--- src/rtl/uart_rx_char_feeder.sv ---
// uart_rx_char_feeder: 8N1 UART receiver feeding a byte FIFO, replayed as
// single-cycle CHAR/WE strobes spaced at least GAP_CYCLES apart.
// Optional build macro UART_PARITY_EN switches the frame to 8E1 and drops
// bytes whose parity is wrong (FRAME_ERR pulses at the stop-bit sample).
module uart_rx_char_feeder #(
  parameter int CLK_HZ     = 50000000,
  parameter int BAUD       = 115200,
  parameter int FIFO_DEPTH = 16,
  parameter int GAP_CYCLES = 64
) (
  input  logic                          CLK_50MHz,
  input  logic                          RESET,
  input  logic                          RX,
  output logic [7:0]                    CHAR,
  output logic                          WE,
  output logic                          FRAME_ERR,
  output logic                          OVERFLOW,
  output logic [$clog2(FIFO_DEPTH):0]   FIFO_COUNT
);
  localparam int DIV = CLK_HZ / (BAUD * 16);
  localparam int DW  = $clog2(DIV + 1);
  localparam int AW  = $clog2(FIFO_DEPTH);
  localparam int GW  = $clog2(GAP_CYCLES + 1);

  typedef enum logic [2:0] {
    IDLE, START, DATA, STOP, WAIT_IDLE
`ifdef UART_PARITY_EN
    , PARITY
`endif
  } state_t;

  logic          rx_meta, rxs, rxs_d;
  logic [DW-1:0] div_cnt;
  logic          tick;
  state_t        state, state_n;
  logic [3:0]    tick_cnt, tick_n;
  logic [2:0]    bit_cnt, bit_n;
  logic [7:0]    shreg, sh_n;
  logic          push, ferr_n;
`ifdef UART_PARITY_EN
  logic          par_err, perr_n;
`endif

  logic [7:0]    mem [FIFO_DEPTH];
  logic [AW-1:0] wr_ptr, rd_ptr;
  logic          full, pop, do_push;
  logic [GW-1:0] gap_cnt;

  // Two-flop synchroniser plus one delayed copy for falling-edge detect
  always_ff @(posedge CLK_50MHz) begin
    if (RESET) begin
      rx_meta <= 1'b1;
      rxs     <= 1'b1;
      rxs_d   <= 1'b1;
    end else begin
      rx_meta <= RX;
      rxs     <= rx_meta;
      rxs_d   <= rxs;
    end
  end

  assign tick = (div_cnt == DW'(DIV - 1));

  // Free-running 16x oversample divider
  always_ff @(posedge CLK_50MHz) begin
    if (RESET)     div_cnt <= '0;
    else if (tick) div_cnt <= '0;
    else           div_cnt <= div_cnt + DW'(1);
  end

  // Receiver state register
  always_ff @(posedge CLK_50MHz) begin
    if (RESET) begin
      state    <= IDLE;
      tick_cnt <= '0;
      bit_cnt  <= '0;
      shreg    <= '0;
      FRAME_ERR <= 1'b0;
`ifdef UART_PARITY_EN
      par_err  <= 1'b0;
`endif
    end else begin
      state    <= state_n;
      tick_cnt <= tick_n;
      bit_cnt  <= bit_n;
      shreg    <= sh_n;
      FRAME_ERR <= ferr_n;
`ifdef UART_PARITY_EN
      par_err  <= perr_n;
`endif
    end
  end

  // Receiver next-state: samples at tick 8 of start, then every 16th tick (mid-bit)
  always_comb begin
    state_n = state;
    tick_n  = tick_cnt;
    bit_n   = bit_cnt;
    sh_n    = shreg;
    push    = 1'b0;
    ferr_n  = 1'b0;
`ifdef UART_PARITY_EN
    perr_n  = par_err;
`endif
    case (state)
      IDLE: begin
        if (rxs_d && !rxs) begin
          state_n = START;
          tick_n  = '0;
        end
      end
      START: begin
        if (tick) begin
          tick_n = tick_cnt + 4'd1;
          if (tick_cnt == 4'd7) begin
            if (rxs) state_n = IDLE;
            else begin
              state_n = DATA;
              tick_n  = '0;
              bit_n   = '0;
            end
          end
        end
      end
      DATA: begin
        if (tick) begin
          tick_n = tick_cnt + 4'd1;
          if (tick_cnt == 4'd15) begin
            sh_n  = {rxs, shreg[7:1]};
            bit_n = bit_cnt + 3'd1;
`ifdef UART_PARITY_EN
            if (bit_cnt == 3'd7) state_n = PARITY;
`else
            if (bit_cnt == 3'd7) state_n = STOP;
`endif
          end
        end
      end
`ifdef UART_PARITY_EN
      PARITY: begin
        if (tick) begin
          tick_n = tick_cnt + 4'd1;
          if (tick_cnt == 4'd15) begin
            perr_n  = ^shreg ^ rxs;
            state_n = STOP;
          end
        end
      end
`endif
      STOP: begin
        if (tick) begin
          tick_n = tick_cnt + 4'd1;
          if (tick_cnt == 4'd15) begin
            if (!rxs) begin
              ferr_n  = 1'b1;
              state_n = WAIT_IDLE;
              tick_n  = '0;
`ifdef UART_PARITY_EN
            end else if (par_err) begin
              ferr_n  = 1'b1;
              state_n = IDLE;
`endif
            end else begin
              push    = 1'b1;
              state_n = IDLE;
            end
          end
        end
      end
      WAIT_IDLE: begin
        // A stuck-low line must be seen high for a full bit before re-arming
        if (!rxs) tick_n = '0;
        else if (tick) begin
          tick_n = tick_cnt + 4'd1;
          if (tick_cnt == 4'd15) state_n = IDLE;
        end
      end
      default: state_n = IDLE;
    endcase
  end

  assign full    = (FIFO_COUNT == (AW + 1)'(FIFO_DEPTH));
  // Blocking pop while WE is high keeps strobes apart even with GAP_CYCLES=1
  assign pop     = (FIFO_COUNT != '0) && (gap_cnt == '0) && !WE;
  assign do_push = push && (!full || pop);

  // FIFO storage; stale entries are harmless since pointers reset
  always_ff @(posedge CLK_50MHz) begin
    if (do_push) mem[wr_ptr] <= shreg;
  end

  // FIFO pointers, occupancy and sticky overflow
  always_ff @(posedge CLK_50MHz) begin
    if (RESET) begin
      wr_ptr     <= '0;
      rd_ptr     <= '0;
      FIFO_COUNT <= '0;
      OVERFLOW   <= 1'b0;
    end else begin
      if (do_push) wr_ptr <= wr_ptr + AW'(1);
      if (pop)     rd_ptr <= rd_ptr + AW'(1);
      case ({do_push, pop})
        2'b10:   FIFO_COUNT <= FIFO_COUNT + 1'b1;
        2'b01:   FIFO_COUNT <= FIFO_COUNT - 1'b1;
        default: FIFO_COUNT <= FIFO_COUNT;
      endcase
      if (push && !do_push) OVERFLOW <= 1'b1;
    end
  end

  // Output register and pacing gap counter
  always_ff @(posedge CLK_50MHz) begin
    if (RESET) begin
      CHAR    <= '0;
      WE      <= 1'b0;
      gap_cnt <= '0;
    end else begin
      WE <= pop;
      if (pop) CHAR <= mem[rd_ptr];
      if (pop)                 gap_cnt <= GW'(GAP_CYCLES - 1);
      else if (gap_cnt != '0)  gap_cnt <= gap_cnt - GW'(1);
    end
  end
endmodule

--- config.mk ---
export PLATFORM = sky130hd
export DESIGN_NAME = uart_rx_char_feeder
export DESIGN_NICKNAME = d
export VERILOG_FILES = /design/src/rtl/uart_rx_char_feeder.sv
export SDC_FILE = /design/constraint.sdc
export NUM_CORES = 1
export LEC_CHECK = 0
export CORE_AREA = 3 3 102 153
export CTS_CLUSTER_SIZE = 24
export DETAILED_ROUTE_END_ITERATION = 8
export DIE_AREA = 0 0 105 156
export PLACE_DENSITY = 0.72
export SYNTH_ARGS = -nofsm -noshare
export SYNTH_HDL_FRONTEND = slang
export SYNTH_SLANG_ARGS = --single-unit
--- constraint.sdc ---
create_clock -name CLK_50MHz -period 3.7 [get_ports CLK_50MHz]
set_clock_uncertainty 0.2 [all_clocks]
set_input_delay 0.37 -clock CLK_50MHz [delete_from_list [all_inputs] [get_ports CLK_50MHz]]
set_output_delay 0.37 -clock CLK_50MHz [all_outputs]
set_load 0.01 [all_outputs]
* Word-level counts from Yosys, hierarchy flattened
Memories as Yosys holds them, arrays and structs flattened. A register that Yosys moved wholly into a read port is not among the register bits.
Cells that the tools add are included.
** Storage, ports and cells
- Output and inout bits :: 16
- Memories kept :: 1
- Bits in registers :: 49
- Memory bits (writable) :: 128
- Input port bits :: 3
** Memories
- mem :: depth 16, bits a word 8, rd ports 1, clocked after Yosys merged registers in 1, wr ports 1, line 44 : logic [7:0] mem [FIFO_DEPTH];
** Cells by class
- Multiplexer cells :: 39
- Reductions and logical operators :: 25
- $add $sub $neg :: 8
- Bitwise logic cells :: 3
- Equality and inequality tests :: 23
** Operators by type and width (count)
- 2-to-1 mux 3 bit :: 17
- 2-to-1 mux 4 bit :: 8
- inequality test 2 bit, second input constant :: 12
- one-hot mux 4 bit (5 select lines) :: 1
- one-hot mux 3 bit (5 select lines) :: 1
- adder 4 x 1 -> 4 bit, second input constant :: 3
- 2-to-1 mux 6 bit :: 2
- AND reduction 11 bit :: 1
- adder 5 x 1 -> 5 bit, second input constant :: 2
- equality test 5 bit, second input constant :: 2
- one-hot mux 5 bit (2 select lines) :: 1
- nonzero test 5 bit :: 2
- zero test 7 bit :: 1
- 2-to-1 mux 1 bit :: 7
- nonzero test 7 bit :: 1
- subtractor 7 x 1 -> 7 bit, second input constant :: 1
- equality test 3 x 2 -> 1 bit, second input constant :: 2
- equality test 3 bit, second input constant :: 2
- one-hot mux 3 bit (2 select lines) :: 1
- AND reduction 6 bit :: 1
- nonzero test 2 bit :: 3
- logical AND 1 bit :: 5
- subtractor 5 x 1 -> 5 bit, second input constant :: 1
- equality test 4 x 3 -> 1 bit, second input constant :: 1
- 14 further kinds :: 20

* Logic depth before layout (Yosys ltp)
Gate-level depths: netlist of run 1.
- Depth after elaboration :: 7
- Mapped depth :: 12
- Depth with buffers taken out :: 11

* Worst setup path before layout of run 1
Ideal clock, no wire load.
- Kind :: reg-to-reg
- Start :: reg FIFO_COUNT[0]
- End :: reg FIFO_COUNT[4]
- Path slack :: 788 ps
- Library setup time :: 75 ps
- Required time :: 3425 ps
- Cell stages (with the launch flop) :: 11
- Buffers on the path :: 1
- Arrival :: 2637 ps
- Cells stage by stage :: dfxtp_1 -> or4_4 -> o211ai_2 -> buf_4 -> nor2_1 -> fa_1 -> nand3_1 -> nand2_1 -> or4_1 -> a21o_1 -> a31oi_1
** On the way
- Word-level cells in the longest chain between the ends :: 7
- Elaborated cells on any way between the ends :: 13
- Those cells by class :: add/sub (2); eq/ne (3); mux (1); reduce/logical (7)
** Ends and longest elaborated chain
- start, declared :: line 18 : output logic [$clog2(FIFO_DEPTH):0] FIFO_COUNT
- start signal, assigned :: line 203 : 2'b10: FIFO_COUNT <= FIFO_COUNT + 1'b1;
- start signal, assigned :: line 204 : 2'b01: FIFO_COUNT <= FIFO_COUNT - 1'b1;
- nonzero test 5 bit :: line 184 : assign pop = (FIFO_COUNT != '0) && (gap_cnt == '0) && !WE;
- logical AND 1 bit (2 in series) :: line 184
- logical OR 1 bit :: line 185 : assign do_push = push && (!full || pop);
- logical AND 1 bit :: line 185
- equality test 2 x 1 -> 1 bit / equality test 2 bit (equally long branches) :: line 202 : case ({do_push, pop})
- one-hot mux 5 bit (2 select lines) / nonzero test 2 bit (equally long branches)
Parallel ways exist; a longest one is shown, timed or not.
A chain may end at the register's enable or synchronous reset.

* Worst setup path after layout of run 1
- Start :: reg state[2]
- End :: reg FIFO_COUNT[4]
** On the way
- Word-level cells in the longest chain between the ends :: 5
- Elaborated cells on any way between the ends :: 7
- Those cells by class :: eq/ne (3); mux (2); reduce/logical (2)
** Ends and longest elaborated chain
- start, declared :: line 35 : state_t state, state_n;
- start signal, assigned :: line 83 : state <= state_n;
- equality test 3 x 2 -> 1 bit * :: line 105 : case (state)
- 2-to-1 mux 1 bit * :: line 105
- logical AND 1 bit * :: line 185
- equality test 2 x 1 -> 1 bit / equality test 2 bit (equally long branches) :: line 202
- one-hot mux 5 bit (2 select lines) / nonzero test 2 bit (equally long branches)
Every way passes the cells marked *; elsewhere a longest branch is shown, timed or not.

==> impl_metrics.yaml, run 1 <==
yosys:
  synthArstFlopShare_pct: 0
  synth_xor_area_share_pct: 1.673
  ys_seq_elements: 185
  synth.area.top_cells: "edfxtp_1, dfxtp_1, mux4_2"
  yosysSeqAreaShare_pct: 63.48
  synth_top_family_by_area: "multiplexers"
  syn-cell-area_um2: 7853
  syn_inst: 565
  synthFlopType: "edfxtp_1"
  synthDistinctLibCells: 61
  yosysTopAreaCell: "edfxtp_1"
  post_synth.cell_area_avg_um2: 13.90
  yosys_warnings: 0
  synth_compound_area_share_pct: 8.062
  synth-edff-count: 128
  synthAdderAreaFrac_pct: 2.645
  muxShareOfSynthArea_pct: 10.96
  synth_top_area_share_pct: 48.95
  synthesis.nets: 584
  synth-simple-area-share_pct: 10.69
placement:
  placed_cell_area_um2: 8309
  dp.final_hpwl_um: 10320
  gp_congestion: 0.8842
  pre_cts_ws_ns: 0.6487
  place_inst: 767
  io_buffer_count: 18
clock_network:
  clk_latency_ns: 0.43
  holdBufCountCts: 0
  cts_tree: "yes"
  numCtsBuffers: 17
  clk_pin_slew_worst_paths_ns: 0.07
  htree_levels: 4
  post_cts_resized: 0
  cts_sinks: 185
  clk_path_buf_depth: 2
  post_cts_buffers: 0
  clock-root-buffer: "clkbuf_16"
pwr:
  combPwrFrac_pct: 9.5
  swShare_pct: 23.73
  p_seq_share_pct: 49.9
  switchingPower_w: 0.001090
  p_int_w: 0.003504
  ir_drop_v: 0.0003967
  power_frac_clock_pct: 40.6
  p_leak_nw: 3.006
  p_per_area_nw_per_um2: 514.8
setup_path:
  cp-start-kind: "flip-flop"
  required_ns: 3.84
  crit_path_max_fanout: 21
  critPathKind: "reg2reg"
  crit_arrival_ns: 3.22
  end_kind: "flip-flop"
  rr_worst_depth: 9
grt:
  grt_usage_pct: 19.99
  grt_max_degree: 59
  antenna_found_initial: 0
  grt_pass1_wl_um: 25130
  grt_overflow: 0
  grt_pass1_vias: 4798
finish:
  fin_cells: 799
  diodes: 0
  final_nets: 609
  layout-drive-gt1-share_pct: 18.41
  final_cell_mix: "edfxtp_1, nor2_1, dfxtp_1"
  syn_to_final_growth_pct: 13.62
  utilization_pct: 61.71
  fin_area_um2: 8922
  fillerInstances: 1132
  mostFrequentLayoutCell: "edfxtp_1"
die:
  rows: 54
  initial_core_util_pct: 54.31
  num_io_pins: 19
  die-width_um: 105
  fp.dieH_um: 156
  die-area_um2: 16380
  core-area_um2: 14460
timing:
  fin_crit_sh_pct: 83.26
  setup_viol: 0
  tightest_slew_ns: 1.103
  slew_headroom_pct: 26.50
  fmax_mhz: 324.6
  period_minus_slack_ns: 3.081
  postLayoutSetupSlackWorst_ns: 0.6195
  rsz0062_at_grt: "false"
  fin_tns_setup_ns: 0
  hold_viol: 0
  slew_viol_final: 0
drt:
  drt-total-wl_um: 15280
  vias_per_cell: 5.839
  ant_nets: 0
  drcViolationCount: 0
  dr.pass1.iters: 7
  drt_iter0_markers: 271
  wl_per_cell_um: 19.12
  via_count: 4665
status:
  status: "finished clean"
min_path:
  holdPathStages: 1
  holdCritPathClass: "reg2reg"
flow_run:
  maxCapViolCount: 0
synthesized netlist by cell type, types with 4 or more instances:
master	count
edfxtp_1	128
nor2_1	60
dfxtp_1	57
a21oi_1	39
mux4_2	32
a22oi_1	20
nand2_1	19
ha_1	15
nand3_1	15
buf_2	14
mux2i_1	14
clkbuf_1	13
nor3_1	13
inv_1	11
o21ai_0	10
xor2_1	9
nand2b_1	7
or3_1	6
xnor2_1	6
nand2_2	5
buf_1	4
nor2b_1	4
nor3_2	4
state kept, by name, indices dropped and copies added, names as in the netlist, 4 cells and up:
name / flops
mem: 128
FIFO_COUNT: 5
wr_ptr: 4
gap_cnt: 7
rd_ptr: 4
shreg: 8
tick_cnt: 4
div_cnt: 5
CHAR: 8
layer usage:
layer,GRT usage (%),routed length [µm]
met2,37.53,8592
met3,3.602,527
met5,0,0
met4,8.380,354
met1,22.14,5804
kinds of logic (layout without fill, tap and decap cells):
family                   count (synthesis)  count (layout)
AO/OA/AOI/OAI                           98              98
XOR/XNOR                                15              15
adder cells (fa/ha/maj)                 16              16
buffers and inverters                   45              83
flip-flops                             185             185
multiplexers                            46              46
AND/OR/NAND/NOR                        160             160
area by class of cell:
cell class,instances,area (µm²),share of cell area [%]
Inverter,11,41.29,0.4628
Sequential cell,185,4986,55.88
Timing Repair Buffer,40,352.8,3.955
Clock buffer,17,425.4,4.768
Clock inverter,15,187.7,2.103
Multi-Input combinational cell,335,2684,30.08
Tap cell,196,245.2,2.749
through the flow:
step           hold WS (ns)  total power, W
5_1_grt              0.2415        0.004775
2_1_floorplan        0.1895        0.002678
3_5_place_dp         0.2000        0.002775
3_3_place_gp         0.2124        0.002752
6_report             0.2243        0.004594
4_1_cts              0.2245        0.004633
worst max-delay path, cell delays in order (launching register included):
cell      delay, ns
dfxtp_1        0.71
nand2b_1       0.32
nor4_2         0.08
nor2_1         0.33
ha_1           0.35
a21oi_1        0.15
nand2_1        0.11
or4_1          0.41
a21o_1         0.19
a31oi_1        0.14
power by group through the flow:
| stage | logic (W) | registers (W) | clock network [W] |
|---|---|---|---|
| 2_1_floorplan | 0.000360 | 0.00232 | 0 |
| 6_report | 0.000435 | 0.00229 | 0.00187 |
| 3_5_place_dp | 0.000437 | 0.00234 | 0 |
| 5_1_grt | 0.000488 | 0.00230 | 0.00199 |
| 3_3_place_gp | 0.000420 | 0.00233 | 0 |
| 4_1_cts | 0.000441 | 0.00229 | 0.00190 |
final timing paths:
kind,startpoint,to,slack [ns]
worst min-delay path,rx_meta,rxs,0.22
worst min register to register,rx_meta,rxs,0.22
worst max-delay path,state[2],FIFO_COUNT[4],0.62
worst max register to register,state[2],FIFO_COUNT[4],0.62
Power figures use the tool's default switching activity.
==> inputs of run 2 (changes only) <==
Settings changed: PLACE_DENSITY 0.72 to 0.75.
Clock period 3.7 ns to 2.7 ns, I/O delays scaled along.
==> run 2 against run 1 <==
Effect of this change:
- first-iteration DRC count is 61% higher
- critical endpoint unchanged
- combinational power rose by 65%
- sequential share of layout area down 1.5 points
- via count rose by 4.4%
- die area stayed put
- worst setup slack got worse by 0.60 ns
- total power increased by 39%
- design area rose by 3.1%
- sequential power increased by 36%
==> impl_metrics.yaml, run 2 (synthesis gave the netlist of run 1 again) <==
flow_run:
  maxCapViolCount: 0
pwr:
  power_w: 0.006376
  p_per_area_nw_per_um2: 693.1
  p_leak_nw: 3.139
  ir_drop_v: 0.0006174
clock_network:
  cts_tree: "yes"
  cts_sinks: 185
  clock-root-buffer: "clkbuf_16"
  numCtsBuffers: 17
  clk_latency_ns: 0.43
  htree_levels: 4
  clk_path_buf_depth: 2
  clk_pin_slew_worst_paths_ns: 0.07
  holdBufCountCts: 0
die:
  rows: 54
  num_io_pins: 19
  core-area_um2: 14460
  initial_core_util_pct: 54.31
  die-width_um: 105
  fp.dieH_um: 156
  die-area_um2: 16380
timing:
  slew_headroom_pct: 49.00
  rsz0062_at_grt: "true"
  setup_viol: 0
  fmax_mhz: 373.2
  hold_viol: 0
  fin_crit_sh_pct: 99.23
  postLayoutSetupSlackWorst_ns: 0.02069
  whs_ns: 0.1687
  slew_viol_final: 0
  period_minus_slack_ns: 2.679
  tightest_slew_ns: 0.7634
  fin_tns_setup_ns: 0
finish:
  fillerInstances: 1098
  syn_to_final_growth_pct: 17.14
  multi_input_area_um2: 2750
  reg.largest.list: "mem x128, CHAR x8, shreg x8"
  utilization_pct: 63.62
  layout-drive-gt1-share_pct: 24.41
  diodes: 0
  mostFrequentLayoutCell: "edfxtp_1"
  largest_reg_flops: 128
  final_nets: 637
  layout.area.seq_um2: 4999
  largest-register: "mem"
  final_cell_mix: "edfxtp_1, nor2_1, dfxtp_1"
placement:
  pre_cts_ws_ns: -0.03982
  gp_congestion: 0.9164
  dp.final_hpwl_um: 11100
  io_buffer_count: 18
drt:
  drt-total-wl_um: 16570
  drt_iter0_markers: 435
  via_count: 4872
  wl_per_cell_um: 20.04
  ant_nets: 0
  dr.pass1.iters: 7
  drcViolationCount: 0
  vias_per_cell: 5.891
setup_path:
  critical-path-top-delay-family: "simple AND/OR/NAND/NOR gates"
  crit_path_top_delay_cell: "or4_4"
  end_kind: "flip-flop"
  critPathKind: "reg2reg"
  crit_path_max_fanout: 4
  max_stage_delay_ns: 0.56
  path_buf_inv: 0
  cp-start-kind: "flip-flop"
  required_ns: 2.86
  worstPathCellList: "or4_4 -> o211ai_4 -> nor2_4 -> fa_2 -> nand3_2 -> nand2_2 -> or4_1 -> a21o_1 -> a31oi_1"
  rr_worst_depth: 9
  crit_arrival_ns: 2.84
  reg2reg_slack_ns: 0.02
  path_depth: 9
min_path:
  holdCritPathClass: "in2reg"
  holdPathStages: 2
grt:
  grt_pass1_wl_um: 26790
  grt_pass1_vias: 4985
  antenna_found_initial: 0
  grt_usage_pct: 21.59
  grt_max_degree: 36
  grt_overflow: 0
status:
  status: "finished clean"
==> run 2: cell count changes in the layout (fill, tap and decap cells not counted), sizes merged <==
cell / before / now
buf: 23 / 51
clkbuf: 17 / 20
clkinv: 5 / 4
clkinvlp: 1 / 0
inv: 17 / 16
==> run 2: power breakdown <==
group | internal (W) | switching [W] | total (W)
combinational | 0.000323 | 0.000395 | 0.000718
sequential | 0.00305 | 0.0000677 | 0.00312
clock | 0.00147 | 0.00106 | 0.00254
==> run 2: timing repair <==
action | 4_1_cts | 5_1_grt
cloned | 0 | 0
resized for setup | 5 | 8
endpoints found under the setup margin | 1 | 115
pin swaps | 3 | 2
buffers inserted | 2 | 0
==> run 2: final timing paths <==
| check | from | endpoint |
|---|---|---|
| worst min register to register | rx_meta | rxs |
| worst min-delay path | RESET | OVERFLOW |
| worst max register to register | FIFO_COUNT[1] | FIFO_COUNT[4] |
| worst max-delay path | FIFO_COUNT[1] | FIFO_COUNT[4] |
==> run 2: through the flow <==
stage / cells / cell area, µm²
floorplan: 565 / 7903
global placement: 793 / 8542
detailed placement: 793 / 8542
CTS: 827 / 9176
global route: 827 / 9199
finish: 827 / 9199
==> run 2: metal layers <==
layer / global-route usage (%) / vias up / part of all wire (%)
li1: - / 2255 / -
met1: 24.97 / 2456 / 39
met2: 38.90 / 125 / 55
met3: 5.176 / 36 / 4.0
met4: 8.068 / 0 / 2.5
met5: 0 / - / 0
==> run 2: layout make-up <==
class / count / share of cell area [%]
sequential: 185 / 54.34
multi-input combinational: 335 / 29.90
timing repair buffer: 68 / 6.121
clock buffer: 20 / 4.747
tap: 196 / 2.666
clock inverter: 12 / 1.782
inverter: 11 / 0.4489
==> inputs of run 3 (changes only) <==
Settings changed: CORE_AREA 3 3 102 153 to 2 2 101 152, DIE_AREA 0 0 105 156 to 0 0 103 154.
==> run 3 against run 2 <==
Effect of this change:
- the run now ends with negative setup slack left
- first-iteration DRC count shrank 34%
- total power shrank 1.0%
- via count shrank 0.29%
- hold slack lost 0.066 ns
- global-route usage shrank 0.20 points
- worst setup slack lost 0.058 ns
- die area shrank 3.2%
- core utilization grew 0.052 points
==> impl_metrics.yaml, run 3 (synthesis gave the netlist of run 1 again) <==
drt:
  vias_per_cell: 5.860
  dr.pass1.iters: 4
  ant_nets: 0
  via_count: 4858
  drt_iter0_markers: 288
  drcViolationCount: 0
  wl_per_cell_um: 19.33
  drt-total-wl_um: 16030
timing:
  postLayoutSetupSlackWorst_ns: -0.03694
  whs_ns: 0.1023
  fin_crit_sh_pct: 101.4
  slew_headroom_pct: 50.14
  tightest_slew_ns: 0.7464
  fmax_mhz: 365.4
  period_minus_slack_ns: 2.737
  fin_tns_setup_ns: -0.03694
  slew_viol_final: 0
  hold_viol: 0
  rsz0062_at_grt: "true"
  setup_viol: 1
min_path:
  holdCritPathClass: "in2reg"
grt:
  grt_pass1_wl_um: 25580
  antenna_found_initial: 0
  grt_pass1_vias: 4940
  grt_max_degree: 36
  grt_overflow: 0
  grt_usage_pct: 21.39
clock_network:
  cts_tree: "yes"
  clk_latency_ns: 0.42
  clock-root-buffer: "clkbuf_16"
  clk_pin_slew_worst_paths_ns: 0.07
  holdBufCountCts: 0
  numCtsBuffers: 17
  clk_path_buf_depth: 2
  htree_levels: 4
  cts_sinks: 185
finish:
  fin_cells: 829
  layout-drive-gt1-share_pct: 24.17
  mostFrequentLayoutCell: "edfxtp_1"
  final_cell_mix: "edfxtp_1, nor2_1, dfxtp_1"
  largest-register: "mem"
  diodes: 0
  fillerInstances: 1077
  final_nets: 639
  reg.largest.list: "mem x128, CHAR x8, shreg x8"
  largest_reg_flops: 128
  syn_to_final_growth_pct: 17.24
placement:
  place_inst: 792
  dp.final_hpwl_um: 10530
  gp_congestion: 0.8679
  io_buffer_count: 18
status:
  violations: "negative setup slack"
  status: "complete, but fails checks"
pwr:
  p_leak_nw: 3.164
  ir_drop_v: 0.0004889
  p_per_area_nw_per_um2: 685.5
setup_path:
  critPathKind: "reg2reg"
  required_ns: 2.85
  crit_path_max_fanout: 5
  crit_arrival_ns: 2.89
  cp-start-kind: "flip-flop"
  end_kind: "flip-flop"
die:
  core-area_um2: 14460
  fp.dieH_um: 154
  num_io_pins: 19
  die-area_um2: 15860
  rows: 54
  initial_core_util_pct: 54.31
  die-width_um: 103
flow_run:
  maxCapViolCount: 0
[run 3: changes by cell type in the layout (fill, tap and decap cells not counted), moves of 2 or more]
| cell | before | now |
|---|---|---|
| dfxtp_1 | 52 | 54 |
| ha_2 | 2 | 0 |
| inv_6 | 4 | 7 |
| clkinv_1 | 0 | 2 |
| ha_1 | 11 | 13 |
| clkinv_2 | 2 | 0 |
| buf_4 | 49 | 51 |
| clkbuf_1 | 3 | 1 |
[run 3: through the flow]
stage	utilization, %	setup WS [ns]	power [W]	instance area, µm²
5_1_grt	63.67	-0.1184	0.006547	9206
3_3_place_gp	59.03	-0.005639	0.003814	8534
6_report	63.67	-0.03694	0.006311	9206
2_1_floorplan	-	-0.07358	0.003672	7903
4_1_cts	63.35	0.001682	0.006304	9160
3_5_place_dp	59.03	-0.1091	0.003838	8534
[run 3: worst max-delay path: stages, from the launching register on]
cell	delay (ns)
dfxtp_4	0.34
or4_4	0.56
o211ai_4	0.26
nor2_4	0.09
fa_2	0.37
nand3_2	0.08
nand2_2	0.06
or4_1	0.40
a21o_1	0.17
a31oi_1	0.15
[run 3: path summary, 6_finish.rpt]
path	cells after the start	to	slack, ns	startpoint
min	2	shreg[0]	0.10	RESET
max	9	FIFO_COUNT[4]	-0.04	FIFO_COUNT[0]
max reg2reg	9	FIFO_COUNT[4]	-0.04	FIFO_COUNT[0]
min reg2reg	1	rxs	0.22	rx_meta
[run 3: routing by layer]
layer  share of wire, %  wire [µm]  global-route usage, %
met1                 38       6094                  24.80
met2                 57       9072                  38.31
met3                3.2        505                  4.682
met4                2.2        355                  7.331
met5                  0          0                      0
[run 3: final cells by class]
class / instances / area (µm²) / share of cell area [%]
tap: 196 / 245.2 / 2.664
timing repair buffer: 70 / 578.1 / 6.279
clock inverter: 14 / 157.7 / 1.712
sequential: 185 / 4994 / 54.24
inverter: 11 / 41.29 / 0.4485
multi-input combinational: 335 / 2761 / 29.99
clock buffer: 18 / 429.2 / 4.662
[run 3: where the power goes]
part           switching [W]  internal (W)
clock                0.00107       0.00139
combinational       0.000381      0.000351
sequential         0.0000652       0.00305
total                0.00152       0.00479
[run 3: timing repair]
| item | 4_1_cts | 5_1_grt |
|---|---|---|
| setup buffers | 2 | 3 |
| gates resized for setup | 4 | 6 |
| pin swaps | 5 | 1 |
| endpoints found under the setup margin | 98 | 119 |
| cloned | 0 | 0 |
